<file path="src/rtl/rename_map_table.sv">
// -----------------------------------------------------------------------------
// rename_map_table
//
// Rename-stage register map table. It sits directly upstream of the physical
// register free list and renames up to N instructions per cycle, strictly in
// slot order.
//
// For each slot it:
//   - looks up the source pregs and their ready bits;
//   - hands out free-list pregs to the slots that write a destination;
//   - returns Told, the previous mapping of the destination, for the ROB.
//
// Per-preg ready bits are set by CDB broadcasts. A branch mispredict reloads
// the whole table from the committed architectural map.
//
// Lookups are combinational (0 latency). Table and ready updates commit on the
// rising clock edge.
//
// Optional build macro: RENAME_MAP_TABLE_CDB_BYPASS_EN
//   Defined  : a map-sourced lookup also reports ready when its preg matches a
//              valid CDB lane in the same cycle.
//   Undefined: ready reflects only the registered ready bits.
//
// Ports:
//   clock, reset_n     rising-edge clock, asynchronous active-low reset
//   rename_valid       slot holds a valid instruction
//   dest_areg          destination areg per slot
//   src1/src2_areg     source aregs per slot
//   num_tags           number of pregs requested from the free list (0..N)
//   new_preg           pregs offered by the free list, packed from index 0
//   new_preg_valid     validity of each offered preg
//   cdb_valid/preg     completion broadcasts, one per lane
//   branch_mispredict  flush and restore from arch_map_in
//   arch_map_in        committed areg->preg map
//   rename_ack         prefix mask of slots renamed this cycle
//   src1/src2_preg     renamed sources
//   src1/src2_ready    source value available
//   told_preg          previous mapping of dest_areg (0 unless acked and allocating)
//   dest_preg          new mapping (0 unless acked and allocating)
// -----------------------------------------------------------------------------

// Per-slot lookup.
//
// A source (or the Told of the destination) normally comes from the map table.
// It is instead forwarded from the youngest older slot in the same group that
// was granted a new preg for the same areg. Forwarded sources are never ready,
// because that producer has not even issued yet.
module rename_map_table_slot #(
   parameter int N             = 3,
   parameter int PHYS_REG_BITS = 6,
   parameter int AREG_BITS     = 5
) (
   input  logic [AREG_BITS-1:0]              src1_areg,
   input  logic [AREG_BITS-1:0]              src2_areg,
   input  logic [AREG_BITS-1:0]              dest_areg,
   input  logic [PHYS_REG_BITS-1:0]          src1_map,
   input  logic [PHYS_REG_BITS-1:0]          src2_map,
   input  logic [PHYS_REG_BITS-1:0]          dest_map,
   input  logic                              src1_map_ready,
   input  logic                              src2_map_ready,
   input  logic                              grant,       // acked and allocating
   input  logic [N-1:0]                      older_en,    // older granted slots
   input  logic [N-1:0][AREG_BITS-1:0]       older_areg,
   input  logic [N-1:0][PHYS_REG_BITS-1:0]   older_preg,
   output logic [PHYS_REG_BITS-1:0]          src1_preg,
   output logic                              src1_ready,
   output logic [PHYS_REG_BITS-1:0]          src2_preg,
   output logic                              src2_ready,
   output logic [PHYS_REG_BITS-1:0]          told_preg
);

   // Result is packed as {hit, preg}. A higher slot index is younger, so a
   // later match in the loop overrides an earlier one.
   function automatic logic [PHYS_REG_BITS:0] resolve(
      input logic [AREG_BITS-1:0]     a,
      input logic [PHYS_REG_BITS-1:0] base
   );
      logic [PHYS_REG_BITS:0] r;
      r = {1'b0, base};
      for (int j = 0; j < N; j++) begin
         if (older_en[j] && (older_areg[j] == a)) begin
            r = {1'b1, older_preg[j]};
         end
      end
      return r;
   endfunction

   logic [PHYS_REG_BITS:0] s1_res, s2_res, told_res;
   logic                   s1_zero, s2_zero;

   assign s1_res   = resolve(src1_areg, src1_map);
   assign s2_res   = resolve(src2_areg, src2_map);
   assign told_res = resolve(dest_areg, dest_map);

   assign s1_zero = (src1_areg == '0);
   assign s2_zero = (src2_areg == '0);

   // areg 0 is the hardwired zero register. No older slot can ever forward to
   // it, because a dest of 0 never allocates.
   assign src1_preg  = s1_zero ? '0 : s1_res[PHYS_REG_BITS-1:0];
   assign src2_preg  = s2_zero ? '0 : s2_res[PHYS_REG_BITS-1:0];
   assign src1_ready = s1_zero | (~s1_res[PHYS_REG_BITS] & src1_map_ready);
   assign src2_ready = s2_zero | (~s2_res[PHYS_REG_BITS] & src2_map_ready);
   assign told_preg  = grant ? told_res[PHYS_REG_BITS-1:0] : '0;

endmodule

module rename_map_table #(
   parameter int N             = 3,
   parameter int ARCH_REG_SZ   = 32,
   parameter int PHYS_REG_SZ   = 64,
   parameter int PHYS_REG_BITS = $clog2(PHYS_REG_SZ),
   parameter int AREG_BITS     = $clog2(ARCH_REG_SZ)
) (
   input  logic                                      clock,
   input  logic                                      reset_n,
   input  logic [N-1:0]                              rename_valid,
   input  logic [N-1:0][AREG_BITS-1:0]               dest_areg,
   input  logic [N-1:0][AREG_BITS-1:0]               src1_areg,
   input  logic [N-1:0][AREG_BITS-1:0]               src2_areg,
   output logic [1:0]                                num_tags,
   input  logic [N-1:0][PHYS_REG_BITS-1:0]           new_preg,
   input  logic [N-1:0]                              new_preg_valid,
   input  logic [N-1:0]                              cdb_valid,
   input  logic [N-1:0][PHYS_REG_BITS-1:0]           cdb_preg,
   input  logic                                      branch_mispredict,
   input  logic [ARCH_REG_SZ-1:0][PHYS_REG_BITS-1:0] arch_map_in,
   output logic [N-1:0]                              rename_ack,
   output logic [N-1:0][PHYS_REG_BITS-1:0]           src1_preg,
   output logic [N-1:0][PHYS_REG_BITS-1:0]           src2_preg,
   output logic [N-1:0]                              src1_ready,
   output logic [N-1:0]                              src2_ready,
   output logic [N-1:0][PHYS_REG_BITS-1:0]           told_preg,
   output logic [N-1:0][PHYS_REG_BITS-1:0]           dest_preg
);

   localparam int CW = $clog2(N + 1);

   logic [ARCH_REG_SZ-1:0][PHYS_REG_BITS-1:0] map_q, map_nxt;
   logic [PHYS_REG_SZ-1:0]                    ready_q, ready_nxt;

   logic [N-1:0]                    alloc;       // wants a new preg
   logic [N-1:0]                    ack_alloc;   // acked and allocating
   logic [N-1:0][PHYS_REG_BITS-1:0] grant_preg;  // free-list preg lined up with slot
   logic [CW-1:0]                   req_cnt;

   // Allocation and in-order acknowledge.
   //
   // The j-th allocating slot takes the j-th free-list entry. The ack chain
   // breaks at the first slot that is invalid or whose preg is missing, so
   // rename_ack is always a prefix mask. num_tags counts every allocating slot,
   // including ones stalled behind the break, so that the free list sees the
   // full demand.
   always_comb begin
      logic chain;
      chain      = ~branch_mispredict;
      req_cnt    = '0;
      alloc      = '0;
      ack_alloc  = '0;
      rename_ack = '0;
      grant_preg = '0;
      for (int k = 0; k < N; k++) begin
         alloc[k]      = rename_valid[k] && (dest_areg[k] != '0);
         chain         = chain && rename_valid[k] &&
                         (!alloc[k] || new_preg_valid[req_cnt]);
         rename_ack[k] = chain;
         ack_alloc[k]  = chain && alloc[k];
         grant_preg[k] = new_preg[req_cnt];
         if (alloc[k]) begin
            req_cnt = CW'(req_cnt + 1'b1);
         end
      end
      num_tags = branch_mispredict ? 2'd0 : 2'(req_cnt);
   end

   for (genvar k = 0; k < N; k++) begin : g_slot
      localparam logic [N-1:0] OLDER = N'((1 << k) - 1);

      logic [PHYS_REG_BITS-1:0] s1_map, s2_map;
      logic                     s1_byp, s2_byp;

      assign s1_map = map_q[src1_areg[k]];
      assign s2_map = map_q[src2_areg[k]];

`ifdef RENAME_MAP_TABLE_CDB_BYPASS_EN
      // Same-cycle wakeup for map-sourced lookups. Forwarded sources ignore
      // this path because the slot module masks their ready bit off.
      always_comb begin
         s1_byp = 1'b0;
         s2_byp = 1'b0;
         for (int l = 0; l < N; l++) begin
            if (cdb_valid[l] && (cdb_preg[l] == s1_map)) s1_byp = 1'b1;
            if (cdb_valid[l] && (cdb_preg[l] == s2_map)) s2_byp = 1'b1;
         end
      end
`else
      assign s1_byp = 1'b0;
      assign s2_byp = 1'b0;
`endif

      assign dest_preg[k] = ack_alloc[k] ? grant_preg[k] : '0;

      rename_map_table_slot #(
         .N             (N),
         .PHYS_REG_BITS (PHYS_REG_BITS),
         .AREG_BITS     (AREG_BITS)
      ) u_slot (
         .src1_areg      (src1_areg[k]),
         .src2_areg      (src2_areg[k]),
         .dest_areg      (dest_areg[k]),
         .src1_map       (s1_map),
         .src2_map       (s2_map),
         .dest_map       (map_q[dest_areg[k]]),
         .src1_map_ready (ready_q[s1_map] | s1_byp),
         .src2_map_ready (ready_q[s2_map] | s2_byp),
         .grant          (ack_alloc[k]),
         .older_en       (ack_alloc & OLDER),
         .older_areg     (dest_areg),
         .older_preg     (grant_preg),
         .src1_preg      (src1_preg[k]),
         .src1_ready     (src1_ready[k]),
         .src2_preg      (src2_preg[k]),
         .src2_ready     (src2_ready[k]),
         .told_preg      (told_preg[k])
      );
   end

   // Normal next state.
   //
   // CDB sets are applied first and rename clears second, so a preg that is
   // re-allocated in the same cycle it completes ends up not ready. Slots are
   // walked oldest first, so the youngest write to an areg wins.
   always_comb begin
      map_nxt   = map_q;
      ready_nxt = ready_q;
      for (int l = 0; l < N; l++) begin
         if (cdb_valid[l]) ready_nxt[cdb_preg[l]] = 1'b1;
      end
      for (int k = 0; k < N; k++) begin
         if (ack_alloc[k]) begin
            map_nxt[dest_areg[k]]    = grant_preg[k];
            ready_nxt[grant_preg[k]] = 1'b0;
         end
      end
      ready_nxt[0] = 1'b1;
   end

   // On reset, areg i maps to preg i, which matches the free list holding
   // pregs 0..ARCH_REG_SZ-1 as in use.
   always_ff @(posedge clock or negedge reset_n) begin
      if (!reset_n) begin
         for (int i = 0; i < ARCH_REG_SZ; i++) begin
            map_q[i] <= PHYS_REG_BITS'(i);
         end
         ready_q <= '1;
      end else if (branch_mispredict) begin
         map_q   <= arch_map_in;
         ready_q <= '1;
      end else begin
         map_q   <= map_nxt;
         ready_q <= ready_nxt;
      end
   end

endmodule

</file>
<file path="config.mk">
export PLATFORM = sky130hd
export DESIGN_NAME = rename_map_table
export DESIGN_NICKNAME = d
export VERILOG_FILES = /design/src/rtl/rename_map_table.sv
export SDC_FILE = /design/constraint.sdc
export NUM_CORES = 2
export LEC_CHECK = 0
export CELL_PAD_IN_SITES_DETAIL_PLACEMENT = 0
export CELL_PAD_IN_SITES_GLOBAL_PLACEMENT = 1
export CORE_MARGIN = 5
export CORE_UTILIZATION = 26
export DETAILED_ROUTE_END_ITERATION = 7
export GPL_ROUTABILITY_DRIVEN = 0
export PLACE_DENSITY_LB_ADDON = 0.1
export SKIP_CTS_REPAIR_TIMING = 1
export SYNTH_ARGS = -nofsm -noshare
export SYNTH_HDL_FRONTEND = slang
export SYNTH_SLANG_ARGS = --single-unit
export TNS_END_PERCENT = 10
</file>
<file path="constraint.sdc">
create_clock -name clock -period 8.2 [get_ports clock]
set_input_delay 1.64 -clock clock [delete_from_list [all_inputs] [get_ports clock]]
set_output_delay 1.64 -clock clock [all_outputs]
set_load 0.01 [all_outputs]
</file>
==> impl_metrics.py <==
metrics = {
    "floorplan": {
        "fp.dieW_um": 390,
        "fp.dieArea_mm2": 0.152,
        "io_pins": 368,
        "initial_core_util_pct": 26.1,
        "core_mm2": 0.143,
        "std_cell_rows": 139,
        "die_y_um": 390,
    },
    "power": {
        "seqPwrFrac_pct": 28.2,
        "p_sw_mw": 2.80,
        "switching_share_pct": 43.0,
        "p_per_area_mw_per_mm2": 144,
        "intPower_mw": 3.71,
        "power.total_mw": 6.50,
        "ir_worst_vdd_mv": 0.125,
        "power_frac_comb_pct": 43.9,
        "pwr-share-clk_pct": 27.9,
        "power_leakage_nw": 16.7,
    },
    "synthesis": {
        "synth_top_area_cell": "mux4_2",
        "synth-main-ff-cell": "dfstp_2",
        "synth.avg_cell_area_um2": 9.43,
        "synth_top_area_share_pct": 27.9,
        "syn_area_mm2": 0.0375,
        "synthTopCellsByArea": "mux4_2 28%, mux2i_1 16%, dfstp_2 10%, dfrtp_1 7.5%, o21ai_0 4.2%",
        "synth_seq_cells": 255,
        "synthDistinctLibCells": 77,
        "synth.net_count": 4263,
        "synthCells": 3976,
        "yosysWarnings": 0,
        "yosysSeqAreaShare_pct": 17.5,
        "synth_edf_count": 0,
        "async_flop_share_pct": 100,
    },
    "final_layout": {
        "final_cell_mix": "606 x mux2i_1, 465 x mux4_2, 416 x nand2_1",
        "multiInputGateArea_mm2": 0.0293,
        "nNetsFinal": 4483,
        "synthToLayoutAreaGrowth_pct": 20.1,
        "final_common_cell": "mux2i_1",
        "fin_util_pct": 31.4,
        "fill_cells": 15063,
        "drive_gt1_share_pct": 26.2,
        "final-seq-area_mm2": 0.00656,
        "fin_area_mm2": 0.0451,
    },
    "global_routing": {
        "grt_pass1_vias": 38701,
        "grt_max_degree": 120,
        "track_usage_pct": 32.0,
        "antenna_found_initial": 34,
        "grt_overflow": 0,
        "grt_pass1_wl_um": 340000,
    },
    "detailed_routing": {
        "drt_iter0_drc": 5838,
        "num_vias": 39892,
        "viasPerCell": 6.48,
        "wire_per_inst_um": 41.1,
        "routed_wl_um": 253000,
        "drc": 0,
        "antenna_left": 0,
        "drt_first_pass_iters": 6,
    },
    "setup_path": {
        "critPathKind": "input port to output pin",
        "cp_max_fo": 12,
        "worstPathRequired_ps": 6560,
        "critPathLaunchType": "input port",
        "arrival_ps": 6680,
        "endpoint_kind": "output pin",
    },
    "sta": {
        "fin_crit_ps": 8320,
        "rsz0062_at_grt": "yes",
        "min_period_over_period_pct": 101,
        "fin_ws_ps": -119,
        "fmax_ghz": 0.120,
        "finalSetupViolCount": 4,
        "hold_viol_final": 0,
        "relSlewSlack_pct": 5.03,
        "worst_pin_slew_ps": 1410,
        "setup_tns_ps": -272,
        "skew_ps": 0,
        "drv_slew": 0,
    },
    "placement": {
        "pre_cts_ws_ps": 95.0,
        "post_dp_cell_area_mm2": 0.0436,
        "portBuffers": 367,
        "hpwl_um": 187000,
    },
    "cts": {
        "numCtsBuffers": 38,
        "cts.htree.levels": 2,
        "clock_path_buffers": 3,
        "clock_latency_ps": 590,
        "cts-root-buf": "clkbuf_16",
        "cts_tree": "built",
        "clk_pin_slew_ps": 60,
        "cts_sinks": 255,
    },
    "worst_hold_path": {
        "hold_class": "flop to flop",
    },
    "outcome": {
        "violations": "setup timing",
        "status": "complete, but fails checks",
    },
    "flow_run": {
        "max-cap-violations": 0,
    },
}
## sequential cells by signal, indices dropped and copies added, names as in the netlist
signal   flops
map_q      192
ready_q     63
## stage by stage
step | hold slack [ps] | std cells
2_1_floorplan | 611 | 3976
3_5_place_dp | 777 | 6059
6_report | 810 | 6157
3_3_place_gp | 770 | 6059
4_1_cts | 792 | 6129
5_1_grt | 882 | 6134
## metal layers
| metal | vias to the layer above | GRT usage, % | wire [um] |
|---|---|---|---|
| met3 | 705 | 9.43 | 26800 |
| met2 | 2973 | 46.8 | 107000 |
| met5 | - | 0 | 93 |
| met4 | 14 | 20.5 | 19400 |
| li1 | 15920 | - | - |
| met1 | 20280 | 41.2 | 99900 |
## power groups by stage
stage	Combinational (mW)	Clock, mW	Sequential [mW]
detailed placement	2.79	0	1.80
global placement	2.79	0	1.80
CTS	2.79	1.85	1.78
global route	2.95	1.89	1.80
floorplan	1.64	0	1.53
finish	2.85	1.82	1.83
## cell type report
| cell class | instances | area share [%] |
|---|---|---|
| timing repair buffer | 576 | 11.6 |
| clock inverter | 16 | 0.528 |
| clock buffer | 54 | 2.44 |
| sequential | 255 | 14.6 |
| antenna | 28 | 0.155 |
| multi-input combinational | 3275 | 65.0 |
| inverter | 50 | 0.416 |
| tap | 1903 | 5.28 |
## cells in the mapped netlist, drive strengths merged, types with 81 or more instances
cell type,number
nor2,374
or2,81
o21ai,325
dfrtp,112
mux2i,618
dfstp,143
mux4,470
a21oi,188
buf,154
clkbuf,242
a211oi,111
nand2,416
## worst max-delay path, cell delays in order
cell and delay (ps):
clkdlybuf4s50_1 710, or2_1 430, buf_4 240, nor4_2 320, nor2_1 110, nor3_2 250
buf_4 240, nand4_1 890, nor2_1 1040, a211oi_1 120, buf_4 190, clkdlybuf4s50_1 470
## path summary, 6_finish.rpt
path                       slack (ps)             to  cells past startpoint         start
setup / recovery                 -120  told_preg[17]                     12  dest_areg[4]
hold / removal                    810      map_q[36]                      4     map_q[36]
setup reg to reg                 6320      map_q[30]                      5     map_q[30]
hold reg to reg                   810      map_q[36]                      4     map_q[36]
max in group asynchronous        5860      map_q[73]                      2       reset_n
min in group asynchronous         990     map_q[108]                      1       reset_n
## logic make-up after synthesis
logic type	synth area share (%)
XOR/XNOR	1.07
adder cells (fa/ha/maj)	0.0667
buffers and inverters	5.04
AO/OA/AOI/OAI	15.6
flip-flops	17.5
multiplexers	46.5
AND/OR/NAND/NOR	14.3
(Power assumes the default switching activity.)
